[src/rtl/digital_signal_pkg.sv]
// Shared types and the SECDED Hamming(12,8)+overall-parity encoder for the signal encoder/decoder pair.
package digital_signal_pkg;

  localparam int unsigned DATA_W = 8;
  localparam int unsigned CODE_W = 13;

  typedef logic [DATA_W-1:0] raw_word_t;
  typedef logic [CODE_W-1:0] code_word_t;

  typedef enum logic {
    ST_SYNC,
    ST_DATA
  } enc_state_t;

  // code[12:1] are Hamming positions 12..1, code[0] is overall even parity
  function automatic code_word_t secded_encode(input raw_word_t d);
    logic [12:1] h;
    h[3]  = d[0];
    h[5]  = d[1];
    h[6]  = d[2];
    h[7]  = d[3];
    h[9]  = d[4];
    h[10] = d[5];
    h[11] = d[6];
    h[12] = d[7];
    h[1]  = d[0] ^ d[1] ^ d[3] ^ d[4] ^ d[6];
    h[2]  = d[0] ^ d[2] ^ d[3] ^ d[5] ^ d[6];
    h[4]  = d[1] ^ d[2] ^ d[3] ^ d[7];
    h[8]  = d[4] ^ d[5] ^ d[6] ^ d[7];
    return {h, ^h};
  endfunction

endpackage

[src/rtl/digital_signal_encoder.sv]
// Framed SECDED stream encoder: SYNC_WORD, then FRAME_LEN codewords, repeat; registered valid/ready output.
// Optional ENC_ERR_INJECT_EN adds a single-bit error injection port pair for decoder testing.
module digital_signal_encoder
  import digital_signal_pkg::*;
#(
  parameter int unsigned FRAME_LEN = 16,
  parameter code_word_t  SYNC_WORD = 13'h1FFF
) (
  input  logic              clk,
  input  logic              rst_n,
  input  logic [DATA_W-1:0] raw_data_in,
  input  logic              raw_valid_in,
  output logic              raw_ready_out,
`ifdef ENC_ERR_INJECT_EN
  input  logic              inject_en_in,
  input  logic [3:0]        inject_pos_in,
`endif
  output logic [CODE_W-1:0] encoded_data_out,
  output logic              enc_valid_out,
  input  logic              enc_ready_in,
  output logic              enc_sync_out
);

  localparam int unsigned CNT_W = 8;

  enc_state_t       state_q, state_d;
  logic [CNT_W-1:0] data_cnt_q, data_cnt_d;
  code_word_t       code_q, code_d;
  logic             valid_q, valid_d;
  logic             sync_q, sync_d;
  logic             slot_free;
  code_word_t       enc_word;

  // Codeword for the incoming raw word, with optional deliberate bit flip
  always_comb begin
    enc_word = secded_encode(raw_data_in);
`ifdef ENC_ERR_INJECT_EN
    if (inject_en_in && (inject_pos_in <= 4'd12)) begin
      enc_word = enc_word ^ (code_word_t'(1) << inject_pos_in);
    end
`endif
  end

  // Next-state and output-register logic
  always_comb begin
    state_d       = state_q;
    data_cnt_d    = data_cnt_q;
    code_d        = code_q;
    valid_d       = valid_q;
    sync_d        = sync_q;
    raw_ready_out = 1'b0;
    slot_free     = !valid_q || enc_ready_in;

    case (state_q)
      ST_SYNC: begin
        if (slot_free) begin
          code_d     = SYNC_WORD;
          sync_d     = 1'b1;
          valid_d    = 1'b1;
          data_cnt_d = '0;
          state_d    = ST_DATA;
        end
      end
      ST_DATA: begin
        raw_ready_out = slot_free;
        if (slot_free && raw_valid_in) begin
          code_d     = enc_word;
          sync_d     = 1'b0;
          valid_d    = 1'b1;
          data_cnt_d = data_cnt_q + CNT_W'(1);
          if (data_cnt_d == CNT_W'(FRAME_LEN)) begin
            state_d = ST_SYNC;
          end
        end else if (slot_free) begin
          valid_d = 1'b0;
          sync_d  = 1'b0;
        end
      end
      default: state_d = ST_SYNC;
    endcase
  end

  always_ff @(posedge clk) begin
    if (!rst_n) begin
      state_q    <= ST_SYNC;
      data_cnt_q <= '0;
      code_q     <= '0;
      valid_q    <= 1'b0;
      sync_q     <= 1'b0;
    end else begin
      state_q    <= state_d;
      data_cnt_q <= data_cnt_d;
      code_q     <= code_d;
      valid_q    <= valid_d;
      sync_q     <= sync_d;
    end
  end

  assign encoded_data_out = code_q;
  assign enc_valid_out    = valid_q;
  assign enc_sync_out     = sync_q;

endmodule
[config.mk]
export PLATFORM = sky130hd
export DESIGN_NAME = digital_signal_encoder
export DESIGN_NICKNAME = d
export VERILOG_FILES = /design/src/rtl/digital_signal_pkg.sv /design/src/rtl/digital_signal_encoder.sv
export SDC_FILE = /design/constraint.sdc
export NUM_CORES = 1
export LEC_CHECK = 0
export ABC_CLOCK_PERIOD_IN_PS = 1840
export CAP_MARGIN = 20
export CORE_UTILIZATION = 55
export DETAILED_ROUTE_END_ITERATION = 7
export DONT_BUFFER_PORTS = 1
export GPL_TIMING_DRIVEN = 0
export HOLD_SLACK_MARGIN = 0.15
export PLACE_DENSITY = 0.7
export SYNTH_ARGS = -nofsm -noshare
export SYNTH_HDL_FRONTEND = slang
export SYNTH_SLANG_ARGS = --single-unit
[constraint.sdc]
create_clock -name clk -period 1.84 [get_ports clk]
set_input_delay 0.368 -clock clk [delete_from_list [all_inputs] [get_ports clk]]
set_output_delay 0.368 -clock clk [all_outputs]
set_load 0.005 [all_outputs]
## After elaboration in Yosys (flattened, before gate mapping)

Index checks and enable logic that the tools add are counted.

| word-level totals | value |
|---|---|
| flip-flop bits (word level) | 24 |
| input port bits | 12 |
| output and inout port bits | 16 |
| word-level logic and storage cells | 48 |

| operators by class | value |
|---|---|
| $add $sub $neg | 1 |
| eq/ne operators | 4 |
| mux-type cells | 17 |
| bitwise logic cells | 15 |
| reduce and logical (&&, ||, !) cells | 6 |

Operators by type and width:

| cell | number |
|---|---|
| 13-bit 2-to-1 mux | 2 |
| 13-bit one-hot mux with 2 select lines | 1 |
| 8-bit 2-to-1 mux | 2 |
| 8-bit one-hot mux with 2 select lines | 1 |
| 1-bit bitwise XOR | 14 |
| 12-bit parity | 1 |
| 8-bit by 1-bit adder with 8-bit output, second input constant | 1 |
| 8-bit by 5-bit == test with 1-bit output, second input constant | 1 |
| 1-bit 2-to-1 mux | 8 |
| 1-bit one-hot mux with 2 select lines | 3 |
| 2-bit AND reduction | 2 |
| 3-bit by 1-bit inequality test with 1-bit output, second input constant | 1 |
| 2-bit by 1-bit inequality test with 1-bit output, second input constant | 1 |
| 2-bit inequality test, second input constant | 1 |
| 1-bit logical AND | 1 |
| 1-bit zero test | 1 |
| 1-bit logical OR | 1 |
| 1-bit inverter | 1 |

## Logic depth before layout (Yosys ltp)

| depth | value |
|---|---|
| depth in word-level cells | 7 |
| mapped depth | 6 |
| depth with buffers taken out | 6 |

## Worst setup path after synthesis

No wires, ideal clock.

| timing path | value |
|---|---|
| path type | register -> register |
| start point | reg data_cnt_q[0] |
| end point | reg data_cnt_q[6] |
| library setup time | 116 ps |
| arrival | 1195 ps |
| data required time | 1724 ps |
| setup slack | 529 ps |
| stages on the path, launching flop included | 7 |
| path buffers | 0 |
| clock period less this slack | 1311 ps |
| cells stage by stage | dfxtp_1 -> ha_1 -> and3_2 -> nand3_1 -> nand2_1 -> nand3_1 -> o211a_1 |

| on the way | value |
|---|---|
| word-level cells in the longest chain between the ends | 3 |

RTL lines:

| what | RTL line | source |
|---|---|---|
| start: declaration | digital_signal_encoder.sv:27 | `logic [CNT_W-1:0] data_cnt_q, data_cnt_d;` |
| start signal: assignment | digital_signal_encoder.sv:92 | `data_cnt_q <= data_cnt_d;` |
| 8-bit by 1-bit adder with 8-bit output | digital_signal_encoder.sv:70 | `data_cnt_d = data_cnt_q + CNT_W'(1);` |
| 8-bit 2-to-1 mux | digital_signal_encoder.sv:66 | `if (slot_free && raw_valid_in) begin` |
| 8-bit one-hot mux with 2 select lines | digital_signal_encoder.sv:54 | `case (state_q)` |

Every way passes these cells. The select of a mux whose other input is x is not followed.
A chain may end at the register's enable or synchronous reset.

## Worst setup path after layout

Ends and elaborated chain as after synthesis.

==> metrics.txt <==
hold violation count in the final report=0; cell count after synthesis=129; Synth top area share=0.3926; PnR worst setup slack=between 0.3 and 0.4 ns; ranking of synthesized cells by area=dfxtp_1 39%, xnor2_1 6.4%, mux2i_1 5.7%, a21boi_0 4.9%, o21ai_0 4.5%; die width=between 40 and 50 um; mapped cell area=0.001224 mm^2; Adder-Cell Fraction of Synth Area=0.02045; most common cell after layout, fill and taps aside=dfxtp_1; clk buf depth=2; Ys Warns=0; DP HPWL=1758 um; routed vias/inst=about 5.9; hold buffer count at CTS=0; hold worst-path end=enc_valid_out; drt first-iter violations=22; Rel. slew slack=0.7303; Layout Utilization=0.6479; P&R area growth vs syn=7.055%; register area share after synthesis=0.3926; PostCTS Resize Cnt=0; CTS tree=yes; WL per Instance=14.56 um; FF-to-FF End=data_cnt_q[6]; setup TNS=0 ns; CP required=just over 2 ns; type of the worst min-delay path=input pin to register; most used cell, CP=nand3_1; final count of negative-setup-slack endpoints=0; I/O pin cnt=28; pin count of the biggest net entering global routing=15; Slew @ Worst Pin=0.4045 ns; ys flop type=dfxtp_1; hold depth=1; most frequent cells in the layout=24 x dfxtp_1, 11 x o21ai_0, 9 x xnor2_1, 9 x a21oi_1; DR vias=about 940; asr flop ratio synth=0; initial core utilization=0.6052; R2R setup slack=~0.35 ns; port buffer count=0; Pwr Total=1.109 mW; CP Data Arrival Time=1.72 ns; Worst Setup Start Kind=register; Comb power frac=0.130; f_max=0.6697 GHz; Synth Area in XOR/XNOR=0.1002; max_cap viols=0; fin crit share=0.8116; Nets=~150; layout filler cell count=187; Synth area leader=dfxtp_1; min-delay src=rst_n; Tot GR Track Use=0.2164; Clock Pin Slew Worst Setup and Hold Paths=roughly 0.13 ns; post-route ant nets=0; Syn Nets=143; root buf cell=clkbuf_4; Psw=~260 uW; Fin Hold WS=0.1856 ns; power share of the clock group=0.344; combinational family with the most area after synthesis=compound AO/OA/AOI/OAI gates; CP cell instances=ha_1 > and3_2 > nand3_1 > nand2_1 > nand3_1 > o211a_1; Power Internal=845.1 uW; post-CTS setup buffers=0; post-synthesis mux area share=0.06953; H-Tree Depth=1; clk_skew=~0.0034 ns; CP Class=register to register; number of synthesized register bits=24; die area=around 0.0024 mm^2; status=finished, final reports clean; max-slew violations=0; DRC Markers=0; EDFF count, synth=0; Pre-antenna DRT Iters=4; simple-gate share of the synthesized area=0.1871; VDD IR max=approximately 0.00058 V; R2R cell count=6; vias in the first global route=about 920; row count=16; crit path max-delay cell type=dfxtp_1; count of different cell masters after synthesis=39; Static Leak=approximately 0.53 nW; Worst Setup End Kind=register; syn avg cell area=9.486 um^2; core area=~0.002 mm^2; Seq pwr share=0.526; # diodes=0; clock sink total=24; Die Y=~50 um; GP Congestion=around 0.79; post-layout min period=between 1 and 1.5 ns; global-route wire length before repair=about 4000 um; Synth Area in Compound Gates=0.2127; CTS buffer count=3; worst-skew pair later-pin latency=about 0.32 ns; Place WS=0.3756 ns; Worst R2R Start=data_cnt_q[0]; CP max FO=7; max incr delay on CP=roughly 0.47 ns; GR Overflow Total=0; layout cells sized above 1=0.1203; unrepaired setup endpoints after global routing=false; Sw Share=0.2381; Pwr Density=roughly 850 mW/mm^2; Routed WL=between 2000 and 2500 um; initial antenna violation count=0
power groups by stage:
stage                     Combinational (mW)  Clock (mW)  Sequential [mW]
after CTS                              0.145       0.395            0.584
after global placement                 0.142           0            0.594
final                                  0.144       0.382            0.583
after floorplan                        0.122           0            0.588
after detailed placement               0.144           0            0.595
after global routing                   0.165       0.408            0.588
worst max path at each step:
stage	slack, ns	endpoint	depth (start not counted)	startpoint
after floorplan	0.53	data_cnt_q[6]	6	data_cnt_q[0]
after global placement	0.39	data_cnt_q[6]	6	data_cnt_q[0]
after detailed placement	0.38	data_cnt_q[6]	6	data_cnt_q[0]
after CTS	0.34	data_cnt_q[6]	6	data_cnt_q[0]
after global routing	0.21	data_cnt_q[6]	6	data_cnt_q[0]
final	0.35	data_cnt_q[6]	6	data_cnt_q[0]
synthesized netlist by cell type, drive strengths merged (2+ instances only):
master  count
nor3        2
and2        2
and3        3
nand2b      3
ha          2
xnor2       9
xor2        5
nor2        3
clkbuf      2
dfxtp      24
buf         2
a21oi       9
o21ai      11
nand2       9
mux2i       7
o211a       2
a21o        2
nor2b       3
a21boi     11
nand3b      4
nand3       4
metrics by stage:
| stage | area (um^2) | std cells |
|---|---|---|
| floorplan | 1224 | 129 |
| global placement | 1257 | 156 |
| detailed placement | 1257 | 156 |
| CTS | 1310 | 160 |
| global route | 1310 | 160 |
| finish | 1310 | 160 |
flip-flops by register name, indices dropped and copies added, names as in the netlist:
signal and flops:
enc_sync_out 1, encoded_data_out 13, data_cnt_q 8, state_q 1, enc_valid_out 1
per-layer routing:
metal	global-route usage	routed length, um
met1	0.2777	1114
met2	0.3425	1073
met3	0.05919	132
met4	0.08333	10
met5	0	0
final cells by class:
class | instances | area, um^2 | share of cell area
plain buffers | 4 | 17.52 | 0.01337
clock buffers | 3 | 22.52 | 0.01719
clock inverters | 1 | 30.03 | 0.02292
inverters | 1 | 3.754 | 0.002865
multi-input cells | 100 | 721.9 | 0.5511
flip-flops and latches | 24 | 480.5 | 0.3668
well taps | 27 | 33.78 | 0.02579
critical path: cells and delay by family, from the launching register on:
kind                       cells  cell delay [ns]
AOI/OAI and AO/OA              1             0.13
and+or+nand+nor                4             0.49
DFF                            1             0.47
adders and majority gates      1             0.31
cell families after synthesis:
kind of cell | count (synthesis)
AO/OA/AOI/OAI | 40
AND/OR/NAND/NOR | 36
flip-flops | 24
XOR/XNOR | 14
multiplexers | 8
buffers and inverters | 5
adder cells (fa/ha/maj) | 2
Power figures use the tool's default switching activity.
==> edit (same flow settings) <==
Set the localparam `CNT_W` to 7 (it was 8).
--- a/src/rtl/digital_signal_encoder.sv
+++ b/src/rtl/digital_signal_encoder.sv
@@ -23,3 +23,3 @@
 
-  localparam int unsigned CNT_W = 8;
+  localparam int unsigned CNT_W = 7;
 
Formal check against the unedited RTL: same outputs for any inputs over 10 cycles, from zero or initial values and one cycle with rst_n low; that may be too few to reach the edited logic, so the function may still have changed.
==> edit against the unedited design <==
  * Power fell by 12%
  * Setup slack got worse by 0.26 ns
  * Sequential cell count fell by 1
  * Die area fell by 7.6%
  * Sequential share of layout area rose by 2.0 points
  * Area after synthesis fell by 7.9%
  * Wire length fell by 8.0%
  * Count of clock-buffer cells in the layout did not move
  * Core utilization fell by 3.4 points
  * Design area fell by 9.1%
  * Non-clock buffer count rose by 2
  * Critical path type unchanged
==> edit: results (changes against the unedited design) <==
critical_path:
  path_max_fanout: 5  # was 7
  arrival_ns: 1.98  # was 1.72 ns
  slowest_delay_ns: 0.43  # was 0.47 ns
  cp_top_family: "simple AND/OR/NAND/NOR gates"  # unchanged
placed_design:
  gp_routability_congestion: 0.904  # was 0.792
  place_hpwl_um: 1510  # was 1760 um
  placed_area_mm2: 0.00116  # was 0.00126 mm2
  pre_cts_ws_ns: 0.233  # was 0.376 ns
yosys:
  synth.distinct_cells: 27  # was 39
  yosys-top-cells-area: "dfxtp_1 (41%), xnor2_1 (9.3%), a21boi_0 (6.7%)"  # was dfxtp_1 (39%), xnor2_1 (6.4%), mux2i_1 (5.7%)
  synth_seq_cells: 23  # was 24
  ys_seq_area_share_pct: 40.8  # was 39.3%
  synth_commonest_cells: "dfxtp_1 (23), xnor2_1 (12), a21boi_0 (10)"  # was dfxtp_1 (24), o21ai_0 (11), a21oi_1 (9), xnor2_1 (9)
power_and_ir_drop:
  power_leakage_nw: 0.461  # was 0.530 nW
  irDropWorstVdd_v: 0.000460  # was 0.000577 V
  p_sw_uw: 273  # was 264 uW
route:
  drtPass1Iterations: 5  # was 4
  viasPerCell: 5.57  # was 5.85
  drt_first_iter_violations: 21  # was 22
  wl_per_cell_um: 14.0  # was 14.6 um
timing:
  finalClockSkew_ns: 0.00210  # was 0.00336 ns
  max_slew_margin_pct: 70.5  # was 73.0%
final_layout:
  drive_above_1_share_pct: 4.76  # was 12.0%
  n_fill_cell: 177  # was 187
  multiInputGateArea_um2: 636  # was 722 um2
  nets: 141  # was 148
clocking:
  ctsHtreeMaxLevel: 1  # unchanged
  cts-resized-gates: 0  # unchanged
  clk_pin_slew_ns: 0.13  # about the same
grt:
  grt_util_all_layers_pct: 22.3  # was 21.6%
  grt_pass1_vias: 776  # was 923
  grt_pass1_wl_um: 3370  # was 4080 um
status:
  outcome: "finished clean"  # unchanged
==> edit: cell count changes in the layout (fill, tap and decap cells not counted), moves of 3 or more <==
| cell | change |
|---|---|
| clkbuf_1 | +3 |
| o31ai_1 | +5 |
| a21boi_1 | -3 |
| nand2_1 | -4 |
| o21ai_0 | -5 |
| nand3b_1 | -3 |
| a21oi_1 | -5 |
| and2_1 | +4 |
| xnor2_1 | +3 |
| nor2_1 | +6 |
| nand3_1 | +6 |
==> edit: path summary, 6_finish.rpt <==
| check | startpoint | endpoint | slack (ns) | depth (start not counted) |
|---|---|---|---|---|
| setup / recovery | data_cnt_q[0]$_SDFFE_PN0P_ | state_q$_SDFF_PN0_ | 0.08 | 6 |
| hold / removal | raw_valid_in | enc_valid_out$_SDFFE_PN0P_ | 0.18 | 2 |
| setup reg to reg | data_cnt_q[0]$_SDFFE_PN0P_ | state_q$_SDFF_PN0_ | 0.08 | 6 |
| hold reg to reg | data_cnt_q[1]$_SDFFE_PN0P_ | data_cnt_q[1]$_SDFFE_PN0P_ | 0.55 | 2 |
==> edit: worst register-to-register path, stage by stage (launching register included) <==
cell and delay, ns:
dfxtp_1 0.43, ha_1 0.28, nand3_1 0.11, xor2_1 0.18, nor4b_1 0.35, a31oi_1 0.14
o21a_1 0.18
==> edit: kinds of logic (layout without fill, tap and decap cells) <==
| kind of cell | Yosys count | after routing | synth area share, % |
|---|---|---|---|
| and+or+nand+nor | 36 | 36 | 16.4 |
| AOI/OAI and AO/OA | 28 | 28 | 16.2 |
| DFF | 23 | 23 | 40.8 |
| xor gates and xnor gates | 18 | 18 | 15.3 |
| buffers and inverters | 8 | 12 | 2.77 |
| muxes | 7 | 7 | 6.22 |
| adders and majority gates | 2 | 2 | 2.22 |
==> edit: per-layer routing <==
| layer | GRT usage, % | routed length (um) | vias to the layer above |
|---|---|---|---|
| li1 | - | - | 429 |
| met1 | 28.1 | 938 | 388 |
| met3 | 7.69 | 137 | 4 |
| met5 | 0 | 0 | - |
| met4 | 6.86 | 31 | 0 |
| met2 | 35.9 | 1040 | 31 |
==> edit: cell type report <==
type                       instances  share of cell area, %
buffer                             6                   2.00
clock buffer                       3                   1.89
clock inverter                     1                  0.630
inverter                           2                  0.630
multi-input combinational         91                   53.4
sequential                        23                   38.7
tap                               27                   2.84
==> edit: power groups by stage <==
stage / logic [mW] / registers, mW / clock network (mW)
floorplan: 0.141 / 0.571 / 0
global placement: 0.165 / 0.577 / 0
detailed placement: 0.168 / 0.577 / 0
CTS: 0.169 / 0.566 / 0.255
global route: 0.186 / 0.572 / 0.275
finish: 0.167 / 0.565 / 0.241
==> edit: metrics by stage <==
step,instances,hold slack [ns]
final,153,0.179
after global routing,153,0.161
after CTS,153,0.175
after detailed placement,149,0.521
after global placement,149,0.504
after floorplan,122,0.488
